[src/rtl/mul_share_arbiter_if.sv]
// ---------------------------------------------------------------------------
// mul_share_arbiter_if
//   Bundles the requester-side and response-side handshakes of the shared
//   multiplier arbiter.
//   master : the requesters / response consumer (drive operands, rsp_ready)
//   slave  : the arbiter (drives req_ready and the tagged response)
//   Signals:
//     req_valid [NREQ]     per-requester operation request
//     req_ready [NREQ]     per-requester accept, one-hot or zero
//     req_a/req_b          NREQ packed 16-bit signed operands, slice i = [16*i+15:16*i]
//     rsp_valid/rsp_ready  response handshake
//     rsp_id               owner of rsp_data
//     rsp_data             32-bit signed product
// ---------------------------------------------------------------------------
interface mul_share_arbiter_if #(
    parameter int NREQ = 4,
    parameter int IDW  = $clog2(NREQ)
) ();
    logic [NREQ-1:0]    req_valid;
    logic [NREQ-1:0]    req_ready;
    logic [NREQ*16-1:0] req_a;
    logic [NREQ*16-1:0] req_b;
    logic               rsp_valid;
    logic               rsp_ready;
    logic [IDW-1:0]     rsp_id;
    logic [31:0]        rsp_data;

    modport master (
        output req_valid, req_a, req_b, rsp_ready,
        input  req_ready, rsp_valid, rsp_id, rsp_data
    );

    modport slave (
        input  req_valid, req_a, req_b, rsp_ready,
        output req_ready, rsp_valid, rsp_id, rsp_data
    );
endinterface

[src/rtl/mul_share_arbiter.sv]
// ---------------------------------------------------------------------------
// mul_share_arbiter
//   Time-shares one external combinational 16x16 signed multiplier between
//   NREQ requesters using round-robin arbitration. Each accepted operation
//   produces one tagged 32-bit product on a single shared response channel.
//   Sequence per operation: IDLE (grant) -> CALC (sample product) -> RESP
//   (hold until consumed), i.e. at most one operation every three cycles.
//   Ports:
//     clk      rising-edge clock
//     rst_n    asynchronous active-low reset
//     bus      slave side of mul_share_arbiter_if (requests + response)
//     mul_a    registered operand a to the multiplier
//     mul_b    registered operand b to the multiplier
//     mul_res  product from the multiplier, combinational from mul_a/mul_b
// ---------------------------------------------------------------------------
module mul_share_arbiter #(
    parameter int NREQ = 4,
    parameter int IDW  = $clog2(NREQ)
) (
    input  logic                 clk,
    input  logic                 rst_n,
    mul_share_arbiter_if.slave   bus,
    output logic [15:0]          mul_a,
    output logic [15:0]          mul_b,
    input  logic [31:0]          mul_res
);

    typedef enum logic [1:0] {
        ST_IDLE = 2'd0,
        ST_CALC = 2'd1,
        ST_RESP = 2'd2
    } state_e;

    state_e          state_q, state_d;
    logic [IDW-1:0]  rr_ptr_q, rr_ptr_d;
    logic [15:0]     mul_a_q, mul_a_d;
    logic [15:0]     mul_b_q, mul_b_d;
    logic            rsp_valid_q, rsp_valid_d;
    logic [IDW-1:0]  rsp_id_q, rsp_id_d;
    logic [31:0]     rsp_data_q, rsp_data_d;

    logic [IDW-1:0]  winner_s;
    logic            any_valid_s;
    logic [NREQ-1:0] ready_s;
    logic [15:0]     a_sel_s;
    logic [15:0]     b_sel_s;

    // Round-robin search: first valid index strictly after ptr, wrapping.
    // Only meaningful when at least one valid bit is set.
    function automatic logic [IDW-1:0] rr_pick(input logic [NREQ-1:0] valid,
                                               input logic [IDW-1:0]  ptr);
        logic [IDW-1:0] pick;
        logic           found;
        int             idx;
        pick  = {IDW{1'b0}};
        found = 1'b0;
        for (int k = 1; k <= NREQ; k++) begin
            idx = (int'(ptr) + k) % NREQ;
            if (!found && valid[idx]) begin
                pick  = IDW'(idx);
                found = 1'b1;
            end else begin
                pick  = pick;
            end
        end
        return pick;
    endfunction

    // Next-state, grant and datapath-load logic.
    always_comb begin
        state_d     = state_q;
        rr_ptr_d    = rr_ptr_q;
        mul_a_d     = mul_a_q;
        mul_b_d     = mul_b_q;
        rsp_valid_d = rsp_valid_q;
        rsp_id_d    = rsp_id_q;
        rsp_data_d  = rsp_data_q;
        ready_s     = {NREQ{1'b0}};

        any_valid_s = |bus.req_valid;
        winner_s    = rr_pick(bus.req_valid, rr_ptr_q);
        a_sel_s     = bus.req_a[int'(winner_s)*16 +: 16];
        b_sel_s     = bus.req_b[int'(winner_s)*16 +: 16];

        case (state_q)
            ST_IDLE: begin
                // Grant is shown combinationally; with valid already high the
                // handshake completes at this edge. Nothing is granted while
                // reset is asserted.
                if (any_valid_s && rst_n) begin
                    ready_s  = NREQ'(1'b1) << winner_s;
                    mul_a_d  = a_sel_s;
                    mul_b_d  = b_sel_s;
                    rsp_id_d = winner_s;
                    rr_ptr_d = winner_s;
                    state_d  = ST_CALC;
                end else begin
                    state_d  = ST_IDLE;
                end
            end
            ST_CALC: begin
                rsp_data_d  = mul_res;
                rsp_valid_d = 1'b1;
                state_d     = ST_RESP;
            end
            ST_RESP: begin
                if (bus.rsp_ready) begin
                    rsp_valid_d = 1'b0;
                    state_d     = ST_IDLE;
                end else begin
                    state_d     = ST_RESP;
                end
            end
            default: begin
                rsp_valid_d = 1'b0;
                state_d     = ST_IDLE;
            end
        endcase
    end

    // State and datapath registers; reset discards any in-flight operation.
    always_ff @(posedge clk or negedge rst_n) begin
        if (!rst_n) begin
            state_q     <= ST_IDLE;
            rr_ptr_q    <= IDW'(NREQ - 1);
            mul_a_q     <= 16'h0000;
            mul_b_q     <= 16'h0000;
            rsp_valid_q <= 1'b0;
            rsp_id_q    <= {IDW{1'b0}};
            rsp_data_q  <= 32'h0000_0000;
        end else begin
            state_q     <= state_d;
            rr_ptr_q    <= rr_ptr_d;
            mul_a_q     <= mul_a_d;
            mul_b_q     <= mul_b_d;
            rsp_valid_q <= rsp_valid_d;
            rsp_id_q    <= rsp_id_d;
            rsp_data_q  <= rsp_data_d;
        end
    end

    assign bus.req_ready = ready_s;
    assign bus.rsp_valid = rsp_valid_q;
    assign bus.rsp_id    = rsp_id_q;
    assign bus.rsp_data  = rsp_data_q;
    assign mul_a         = mul_a_q;
    assign mul_b         = mul_b_q;

endmodule
[src/flat_wrapper.sv]
// flat-port wrapper written by rule: the top's interface ports become plain ports
module mul_share_arbiter_flat 
#(
    parameter int NREQ = 4,
    parameter int IDW  = $clog2(NREQ)
)
  (clk, rst_n, mul_a, mul_b, mul_res, bus_req_valid, bus_req_a, bus_req_b, bus_rsp_ready, bus_req_ready, bus_rsp_valid, bus_rsp_id, bus_rsp_data);
  mul_share_arbiter_if #(.NREQ(NREQ), .IDW(IDW)) bus_i ();
  input  logic clk;
  input  logic rst_n;
  output logic [15:0] mul_a;
  output logic [15:0] mul_b;
  input  logic [31:0] mul_res;
  input wire logic [$bits(bus_i.req_valid)-1:0] bus_req_valid;
  input wire logic [$bits(bus_i.req_a)-1:0] bus_req_a;
  input wire logic [$bits(bus_i.req_b)-1:0] bus_req_b;
  input wire logic [$bits(bus_i.rsp_ready)-1:0] bus_rsp_ready;
  output wire logic [$bits(bus_i.req_ready)-1:0] bus_req_ready;
  output wire logic [$bits(bus_i.rsp_valid)-1:0] bus_rsp_valid;
  output wire logic [$bits(bus_i.rsp_id)-1:0] bus_rsp_id;
  output wire logic [$bits(bus_i.rsp_data)-1:0] bus_rsp_data;
  assign bus_i.req_valid = bus_req_valid;
  assign bus_i.req_a = bus_req_a;
  assign bus_i.req_b = bus_req_b;
  assign bus_i.rsp_ready = bus_rsp_ready;
  assign bus_req_ready = bus_i.req_ready;
  assign bus_rsp_valid = bus_i.rsp_valid;
  assign bus_rsp_id = bus_i.rsp_id;
  assign bus_rsp_data = bus_i.rsp_data;
  mul_share_arbiter #(.NREQ(NREQ), .IDW(IDW)) u_core (.clk(clk), .rst_n(rst_n), .bus(bus_i), .mul_a(mul_a), .mul_b(mul_b), .mul_res(mul_res));
endmodule
[config.mk]
export PLATFORM = sky130hd
export DESIGN_NAME = mul_share_arbiter_flat
export DESIGN_NICKNAME = d
export VERILOG_FILES = /design/src/rtl/mul_share_arbiter_if.sv /design/src/rtl/mul_share_arbiter.sv /design/src/flat_wrapper.sv
export SDC_FILE = /design/constraint.sdc
export NUM_CORES = 1
export LEC_CHECK = 0
export ABC_CLOCK_PERIOD_IN_PS = 2000
export CORE_ASPECT_RATIO = 0.8
export CORE_MARGIN = 5
export CORE_UTILIZATION = 35
export DETAILED_ROUTE_END_ITERATION = 10
export PLACE_DENSITY_LB_ADDON = 0.25
export SLEW_MARGIN = 30
export SYNTH_ARGS = -nofsm -noshare
export SYNTH_HDL_FRONTEND = slang
export SYNTH_SLANG_ARGS = --single-unit
[constraint.sdc]
create_clock -name clk -period 2 [get_ports clk]
set_input_delay 0.3 -clock clk [delete_from_list [all_inputs] [get_ports clk]]
set_output_delay 0.3 -clock clk [all_outputs]
set_load 0.01 [all_outputs]
==> results.json, run 1 <==
{
  "grt_use_total_pct": 19.63,
  "clkSinkCount": 71,
  "period_share_pct": 110.4,
  "port_buffers": 237,
  "p_seq_share_pct": 26.6,
  "cts-root-buf": "clkbuf_16",
  "antenna_left": 0,
  "report.final.slew_viol_count": 0,
  "finalHoldViolations": 0,
  "cts_buffers": 9,
  "start_kind": "flip-flop",
  "synthCells": 328,
  "synth_compound_area_share_pct": 10.15,
  "hold-worst-slack_ns": 0.1318,
  "synth.mux.area_fraction_pct": 29.04,
  "layout_setup_ws_ns": -0.2073,
  "async_reset_ff_share_pct": 100.0,
  "power.leakage_nw": 3.063,
  "antenna_found_initial": 1,
  "rrSetupSlack_ns": -0.21,
  "cts_tree": "built",
  "synth_edf_count": 0,
  "use_met2_pct": 34.00,
  "synthesis.area_um2": 4020,
  "p_int_w": 0.006532,
  "reg2reg_depth": 7,
  "hold_class": "in2async",
  "start_util_pct": 35.31,
  "grt_pass1_vias": 4079,
  "gp_congestion": 0.7850,
  "synth_adder_area_share_pct": 0,
  "dr_total_vias": 3816,
  "worstReg2RegStart": "u_core.rr_ptr_q[1]",
  "grt_pass1_wl_um": 21220,
  "combPwrFrac_pct": 55.6,
  "fmax_mhz": 453.0,
  "reg2reg_to": "u_core.mul_b[10]",
  "power.switching_w": 0.003162,
  "synth_warnings": 0,
  "drive_above_1_share_pct": 25.21,
  "dieArea_um2": 13740,
  "finalSetupTns_ns": -6.213,
  "ys_types": 32,
  "crit_path_end": "u_core.mul_b[10]",
  "syn_area_per_cell_um2": 12.26,
  "grtUsageMet1_pct": 22.94,
  "fin_worst_skew_ns": 0.005159,
  "clkLatencyLatePin_ns": 0.32,
  "p_total_w": 0.009694,
  "place_area_um2": 6663,
  "drc_errors": 0,
  "synth_xor_xnor_area_share_pct": 0,
  "core-area_um2": 11390,
  "crit_required_ns": 2.20,
  "hpwl_um": 10360,
  "htree_levels": 3,
  "clk_pin_slew_ns": 0.06,
  "use_met3_pct": 6.586,
  "status": "complete, but fails checks",
  "via_per_inst": 5.102,
  "nets": 761,
  "finalWirelength_um": 13710,
  "yosys.area_share.simple_pct": 10.96,
  "swShare_pct": 32.62,
  "rows": 35,
  "synthesis.nets": 495,
  "synth_top_family_by_area": "multiplexers",
  "worst_ir_drop_vdd_mv": 0.5436,
  "maxCapViolCount": 0,
  "cp.arrival_ns": 2.41,
  "max_slew_margin_pct": 56.70,
  "ioPinCount": 238,
  "tightest_slew_ns": 0.6495,
  "grt-busiest-layer": "met2",
  "grt_start_max_net_pins": 72,
  "rsz0062_at_grt": "yes",
  "failed_checks": "setup timing",
  "path_class": "reg2reg",
  "cp-end-kind": "flip-flop",
  "syn_to_final_growth_pct": 80.27,
  "synth_seq_cells": 71,
  "final_cell_area_um2": 7247,
  "die_h_um": 105.9,
  "die-width_um": 129.8,
  "synth_ff_type": "dfrtp_1",
  "path_max_fanout": 7,
  "drtIter0Drc": 124,
  "ys_seq_area_share_pct": 44.26,
  "worstSetupStartpoint": "u_core.rr_ptr_q[1]",
  "fin_crit_ns": 2.207,
  "dr.pass1.iters": 4,
  "overflow": 0,
  "pwr-share-clk_pct": 17.8,
  "power.density_nw_per_um2": 1338,
  "clockBufferDepth": 2,
  "routedWlPerCell_um": 18.32,
  "finalSetupViolations": 36,
  "dp_slack_ns": -0.5506
}
## per-layer routing
layer  vias up  wire length [um]
li1       1786                 -
met1      1837              5271
met2       172              6897
met3        21              1298
met4         0               239
met5         -                 0
## power groups by stage
stage | sequential [W] | combinational [W] | clock [W]
final | 0.00258 | 0.00539 | 0.00173
after global routing | 0.00267 | 0.00575 | 0.00183
after CTS | 0.00258 | 0.00527 | 0.00177
after detailed placement | 0.00258 | 0.00500 | 0
after global placement | 0.00255 | 0.00491 | 0
after floorplan | 0.00287 | 0.00230 | 0
## repair_timing
| item | CTS | global route |
|---|---|---|
| endpoints found under the setup margin | 36 | 36 |
| gates resized for setup | 31 | 8 |
| hold buffers | 0 | 0 |
| buffers inserted | 12 | 3 |
| pin swaps | 10 | 23 |
| gates cloned | 1 | 2 |
## layout make-up
type	count	area, um2
inverter	2	10.01
fill	925	4139
sequential	71	1779
timing repair buffer	286	2865
clock buffer	10	229.0
antenna	1	2.502
multi-input combinational	224	2082
clock inverter	6	93.84
tap	148	185.2
## Yosys cell counts, drive strengths merged, types with 2 or more instances
library cell	n	share of area (%)
mux2i	33	8.2
dfstp	2	1.3
nand3	65	8.4
dfrtp	69	43
nor2	8	0.93
buf	20	4.3
a21o	2	0.37
nand2	3	0.28
a221o	32	8.0
inv	2	0.25
a21oi	3	0.65
nor3	2	0.25
o21ai	2	0.25
mux2	64	21
clkbuf	11	1.0
nand2b	2	0.31
## worst min path at each step
stage	slack, ns	depth (start not counted)	to
global route	0.19	2	u_core.bus.rsp_data[25]
detailed placement	0.47	2	u_core.bus.rsp_id[1]
floorplan	0.004	0	u_core.bus.rsp_data[0]
finish	0.13	2	u_core.mul_a[10]
global placement	0.46	2	u_core.bus.rsp_id[1]
CTS	0.28	2	u_core.bus.rsp_data[21]
## flip-flops by register name, summed over array words and instances (netlist names)
signal                flops
u_core.bus.rsp_data      32
u_core.mul_a             16
u_core.mul_b             16
u_core.bus.rsp_id         2
u_core.rr_ptr_q           2
u_core.state_q            2
u_core.bus.rsp_valid      1
## stage by stage
| stage | utilization (%) | instances |
|---|---|---|
| detailed placement | 58.52 | 714 |
| floorplan | - | 328 |
| CTS | 62.69 | 743 |
| global placement | 58.52 | 714 |
| global route | 63.65 | 748 |
| finish | 63.65 | 748 |
## kinds of logic after synthesis
logic type             after synthesis
muxes                               97
and+or+nand+nor                     84
DFF                                 71
AOI/OAI and AO/OA                   43
buffers and inverters               33
## worst max-delay path, stage by stage, from the launching register on
cell and delay [ns]:
dfstp_2 0.60, mux2i_4 0.28, o22ai_4 0.12, nor2_4 0.17
buf_12 0.17, buf_12 0.14, mux2_4 0.30, a221o_1 0.31
## cells in the final DEF (no fill, tap or decap), types with 2 or more instances in the layout
| cell type | Yosys | routed |
|---|---|---|
| buf_6 | 11 | 4 |
| buf_2 | 4 | 2 |
| nor3_2 | 0 | 2 |
| clkdlybuf4s50_1 | 0 | 231 |
| clkinv_4 | 0 | 2 |
| a21o_1 | 2 | 2 |
| nor2_1 | 7 | 6 |
| a21oi_1 | 2 | 2 |
| dfstp_2 | 2 | 2 |
| mux2i_1 | 33 | 32 |
| nand2_1 | 3 | 2 |
| bufinv_16 | 0 | 2 |
| mux2_2 | 33 | 32 |
| o21ai_0 | 2 | 2 |
| buf_4 | 3 | 38 |
| nand3_1 | 64 | 64 |
| a221o_1 | 32 | 32 |
| clkbuf_16 | 0 | 11 |
| dfrtp_1 | 69 | 69 |
| mux2_4 | 31 | 32 |
| buf_12 | 0 | 5 |
(Power assumes the default switching activity.)
==> run 2: changes to the inputs <==
HOLD_SLACK_MARGIN = 0.1   (was unset)
REMOVE_ABC_BUFFERS = 1   (was unset)
SLEW_MARGIN = unset   (was 30)
==> results.json, run 2 (synthesis gave the netlist of run 1 again) <==
{
  "status": "complete, but fails checks",
  "layout_setup_ws_ns": -0.1623,
  "core-area_um2": 11390,
  "rows": 35,
  "path_class": "reg2reg",
  "clk_pin_slew_ns": 0.06,
  "drc_errors": 0,
  "dpl.cell_count": 718,
  "antennaDiodeCount": 0,
  "overflow": 0,
  "worst_ir_drop_vdd_mv": 0.4171,
  "dr.pass1.iters": 4,
  "clkSinkCount": 71,
  "port_buffers": 237,
  "tightest_slew_ns": 0.8797,
  "clkLatencyLatePin_ns": 0.32,
  "cp_slowest_stage_delay_ns": 0.58,
  "finalSetupTns_ns": -4.597,
  "layout_common_cells": "230 x clkdlybuf4s50_1, 69 x dfrtp_1, 64 x nand3_1",
  "power.density_nw_per_um2": 1354,
  "antenna_left": 0,
  "drive_above_1_share_pct": 25.29,
  "syn_to_final_growth_pct": 82.04,
  "htree_levels": 3,
  "post-route-util_pct": 64.27,
  "fin_crit_ns": 2.162,
  "cp_cell_sequence": "mux2i_2 > o22ai_2 > nor2_4 > buf_12 > clkbuf_16 > mux2_4 > a221o_1",
  "report.final.slew_viol_count": 0,
  "grt_start_max_net_pins": 72,
  "failed_checks": "setup timing",
  "crit_required_ns": 2.20,
  "critPathTopFamily": "flip-flops",
  "clockBufferDepth": 2,
  "start_kind": "flip-flop",
  "cp.arrival_ns": 2.36,
  "drtIter0Drc": 127,
  "finalWirelength_um": 13240,
  "cp_slowest_cell": "dfstp_2",
  "fmax_mhz": 462.5,
  "routedWlPerCell_um": 17.77,
  "nets": 759,
  "die_h_um": 105.9,
  "cts-root-buf": "clkbuf_16",
  "hold-worst-slack_ns": 0.2356,
  "power.leakage_nw": 3.099,
  "largest_register_ffs": 32,
  "ioPinCount": 238,
  "final_common_cell": "clkdlybuf4s50_1",
  "grt_use_total_pct": 18.76,
  "finalHoldViolations": 0,
  "grt_pass1_vias": 4034,
  "period_share_pct": 108.1,
  "start_util_pct": 35.31,
  "cts_buffers": 9,
  "hpwl_um": 10150,
  "max_slew_margin_pct": 41.35,
  "finalSetupViolations": 36,
  "cp_num_buf_inv": 2,
  "via_per_inst": 5.032,
  "maxCapViolCount": 0,
  "die-width_um": 129.8,
  "cts_tree": "built",
  "fillers": 913,
  "stdcell_count": 745,
  "fin_worst_skew_ns": 0.005385,
  "dr_total_vias": 3749,
  "hold_class": "in2async",
  "grt_pass1_wl_um": 20490,
  "cts_hold_buf": 0,
  "path_max_fanout": 7,
  "dieArea_um2": 13740,
  "dp_slack_ns": -0.5382,
  "cp-end-kind": "flip-flop",
  "rsz0062_at_grt": "yes",
  "gp_congestion": 0.7869,
  "antenna_found_initial": 0
}
[run 2: worst paths after layout]
kind | from | endpoint | slack, ns | cells past startpoint
max | u_core.rr_ptr_q[1] | u_core.mul_a[4] | -0.16 | 7
min | rst_n | u_core.bus.rsp_data[6] | 0.24 | 2
max reg2reg | u_core.rr_ptr_q[1] | u_core.mul_a[4] | -0.16 | 7
min reg2reg | u_core.bus.rsp_valid | u_core.bus.rsp_valid | 0.49 | 1
max in group asynchronous | rst_n | u_core.mul_b[4] | 1.20 | 2
min in group clk | rst_n | u_core.bus.rsp_id[1] | 0.46 | 5
[run 2: area by class of cell]
| class | count | area (um2) | area share (%) |
|---|---|---|---|
| Clock inverter | 6 | 115.1 | 1.573 |
| Timing Repair Buffer | 284 | 2900 | 39.63 |
| Clock buffer | 10 | 239.0 | 3.266 |
| Sequential cell | 71 | 1779 | 24.31 |
| Tap cell | 148 | 185.2 | 2.530 |
| Inverter | 2 | 10.01 | 0.1368 |
| Multi-Input combinational cell | 224 | 2090 | 28.55 |
[run 2: through the flow]
step                      power, W  cell area, um2
final                     0.009905            7318
after global routing       0.01047            7318
after CTS                 0.009846            7216
after detailed placement  0.007659            6700
after global placement    0.007551            6700
after floorplan           0.004968            3805
[run 2: where the power goes]
part           switching [W]  internal [W]  total, W  leakage, nW
sequential          0.000425       0.00217   0.00260        0.854
combinational        0.00213       0.00331   0.00544         2.08
clock               0.000610       0.00126   0.00187        0.170
total                0.00316       0.00674   0.00991         3.10
[run 2: worst reg2reg max path: stages, from the launching register on]
cell	delay [ns]
dfstp_2	0.58
mux2i_2	0.24
o22ai_2	0.14
nor2_4	0.17
buf_12	0.17
clkbuf_16	0.16
mux2_4	0.29
a221o_1	0.29
[run 2: layer usage]
layer	vias up	global-route usage [%]	routed length, um
li1	1777	-	-
met1	1781	21.56	5086
met2	173	33.33	6663
met3	18	6.231	1320
met4	0	4.748	166
met5	-	0	0
[run 2: what timing repair did]
item                       CTS  global route
setup endpoints to repair   36            36
gates cloned                 2             1
gates resized for setup     36            17
buffers inserted             6             2
pin swaps                   20            18
==> run 3: changes to the inputs <==
ABC_CLOCK_PERIOD_IN_PS = 2020   (was 2000)
CORE_UTILIZATION = 38   (was 35)
clock period = 2.02 ns   (was 2 ns; I/O delays follow)
==> results.json, run 3 (synthesis gave the netlist of run 1 again) <==
{
  "power.leakage_nw": 3.050,
  "antennaDiodeCount": 0,
  "die-width_um": 125.0,
  "p_total_w": 0.009524,
  "cts-root-buf": "clkbuf_16",
  "reg2reg_depth": 7,
  "tightest_slew_ns": 0.8910,
  "critPathTopFamily": "flip-flops",
  "failed_checks": "setup timing",
  "drive_above_1_share_pct": 24.71,
  "path_depth": 7,
  "worstSetupStartpoint": "u_core.rr_ptr_q[1]",
  "dp_slack_ns": -0.6371,
  "stdcell_count": 735,
  "via_per_inst": 5.193,
  "port_buffers": 237,
  "antenna_left": 0,
  "crit_required_ns": 2.22,
  "power.density_nw_per_um2": 1321,
  "cts_tree": "built",
  "ioPinCount": 238,
  "antenna_found_initial": 0,
  "hpwl_um": 10160,
  "drtIter0Drc": 155,
  "path_max_fanout": 8,
  "cp_slowest_cell": "dfstp_2",
  "cp-end-kind": "flip-flop",
  "reg2reg_to": "u_core.mul_b[4]",
  "report.final.slew_viol_count": 0,
  "dpl.cell_count": 700,
  "max_slew_margin_pct": 40.60,
  "drc_errors": 0,
  "start_kind": "flip-flop",
  "finalWirelength_um": 13690,
  "crit_path_end": "u_core.mul_b[4]",
  "finalHoldViolations": 0,
  "period_share_pct": 105.3,
  "overflow": 0,
  "layout_setup_ws_ns": -0.1069,
  "grt_pass1_vias": 4172,
  "maxCapViolCount": 0,
  "cp.arrival_ns": 2.33,
  "final_common_cell": "clkdlybuf4s50_1",
  "gp_congestion": 0.8712,
  "fmax_mhz": 470.2,
  "rrSetupSlack_ns": -0.11,
  "hold_class": "in2async",
  "fin_crit_ns": 2.127,
  "routedWlPerCell_um": 18.63,
  "nets": 757,
  "path_class": "reg2reg",
  "core-area_um2": 10280,
  "finalSetupTns_ns": -2.577,
  "cts_buffers": 9,
  "fin_worst_skew_ns": 0.004177,
  "cp_cell_sequence": "mux2i_1 > o22ai_2 > nor2_4 > buf_12 > buf_16 > mux2_4 > a221o_1",
  "grt_pass1_wl_um": 21560,
  "dr.pass1.iters": 4,
  "clk_pin_slew_ns": 0.06,
  "die_h_um": 102.0,
  "worstReg2RegStart": "u_core.rr_ptr_q[1]",
  "clkLatencyLatePin_ns": 0.32,
  "worst_ir_drop_vdd_mv": 0.5602,
  "largest_register_ffs": 32,
  "layout_common_cells": "231 x clkdlybuf4s50_1, 69 x dfrtp_1, 64 x nand3_1, 33 x mux2i_1",
  "rows": 33,
  "clockBufferDepth": 2,
  "syn_to_final_growth_pct": 79.30,
  "cp_slowest_stage_delay_ns": 0.59,
  "status": "complete, but fails checks",
  "finalSetupViolations": 36,
  "cp_num_buf_inv": 2,
  "rsz0062_at_grt": "yes",
  "start_util_pct": 39.10,
  "clkSinkCount": 71,
  "dieArea_um2": 12750,
  "place_area_um2": 6590,
  "grt_start_max_net_pins": 72,
  "htree_levels": 3,
  "dr_total_vias": 3817,
  "final_cell_area_um2": 7208,
  "grt_use_total_pct": 21.23
}
## run 3: changes by cell type in the layout (fill, tap and decap cells not counted), moves of 2 or more
cell,before,now
buf_8,4,1
mux2i_2,2,0
clkinvlp_4,1,3
buf_16,2,4
mux2i_1,31,33
bufinv_16,3,1
buf_12,7,5
## run 3: repair_timing
action,4_1_cts,5_1_grt
setup buffers,13,3
pin swaps,20,10
resized for setup,42,10
gates cloned,3,1
setup endpoints to repair,36,36
hold buffers,0,0
## run 3: layer usage
metal	vias up	GRT usage (%)	wire length (um)	share of wire [%]
met3	21	6.583	1122	8.2
met5	-	0	0	0
met1	1828	25.46	5542	40
met2	190	36.84	6739	49
met4	0	7.167	286	2.1
li1	1778	-	-	-
## run 3: how the worst min path moves through the flow
stage	startpoint	to	depth (start not counted)
after CTS	rst_n	u_core.mul_b[5]	2
after global routing	rst_n	u_core.state_q[1]	2
after global placement	u_core.bus.rsp_id[1]	u_core.bus.rsp_id[1]	2
after detailed placement	u_core.bus.rsp_id[1]	u_core.bus.rsp_id[1]	2
after floorplan	rst_n	u_core.bus.rsp_data[0]	0
final	rst_n	u_core.bus.rsp_id[1]	2
## run 3: where the power goes
part / switching (W) / internal (W)
clock: 0.000609 / 0.000962
combinational: 0.00214 / 0.00324
sequential: 0.000422 / 0.00215
total: 0.00317 / 0.00636
## run 3: area by class of cell
type	count	area [um2]
flip-flops and latches	71	1779
multi-input cells	224	2072
well taps	140	175.2
clock buffers	10	229.0
inverters	2	10.01
clock inverters	6	70.07
fillers	735	3073
repair buffers	282	2873
## run 3: metrics by stage
stage | hold WS [ns] | utilization, %
2_1_floorplan | 0.007409 | -
3_3_place_gp | 0.4608 | 64.10
3_5_place_dp | 0.4757 | 64.10
4_1_cts | 0.2673 | 69.55
5_1_grt | 0.2979 | 70.11
6_report | 0.2230 | 70.11
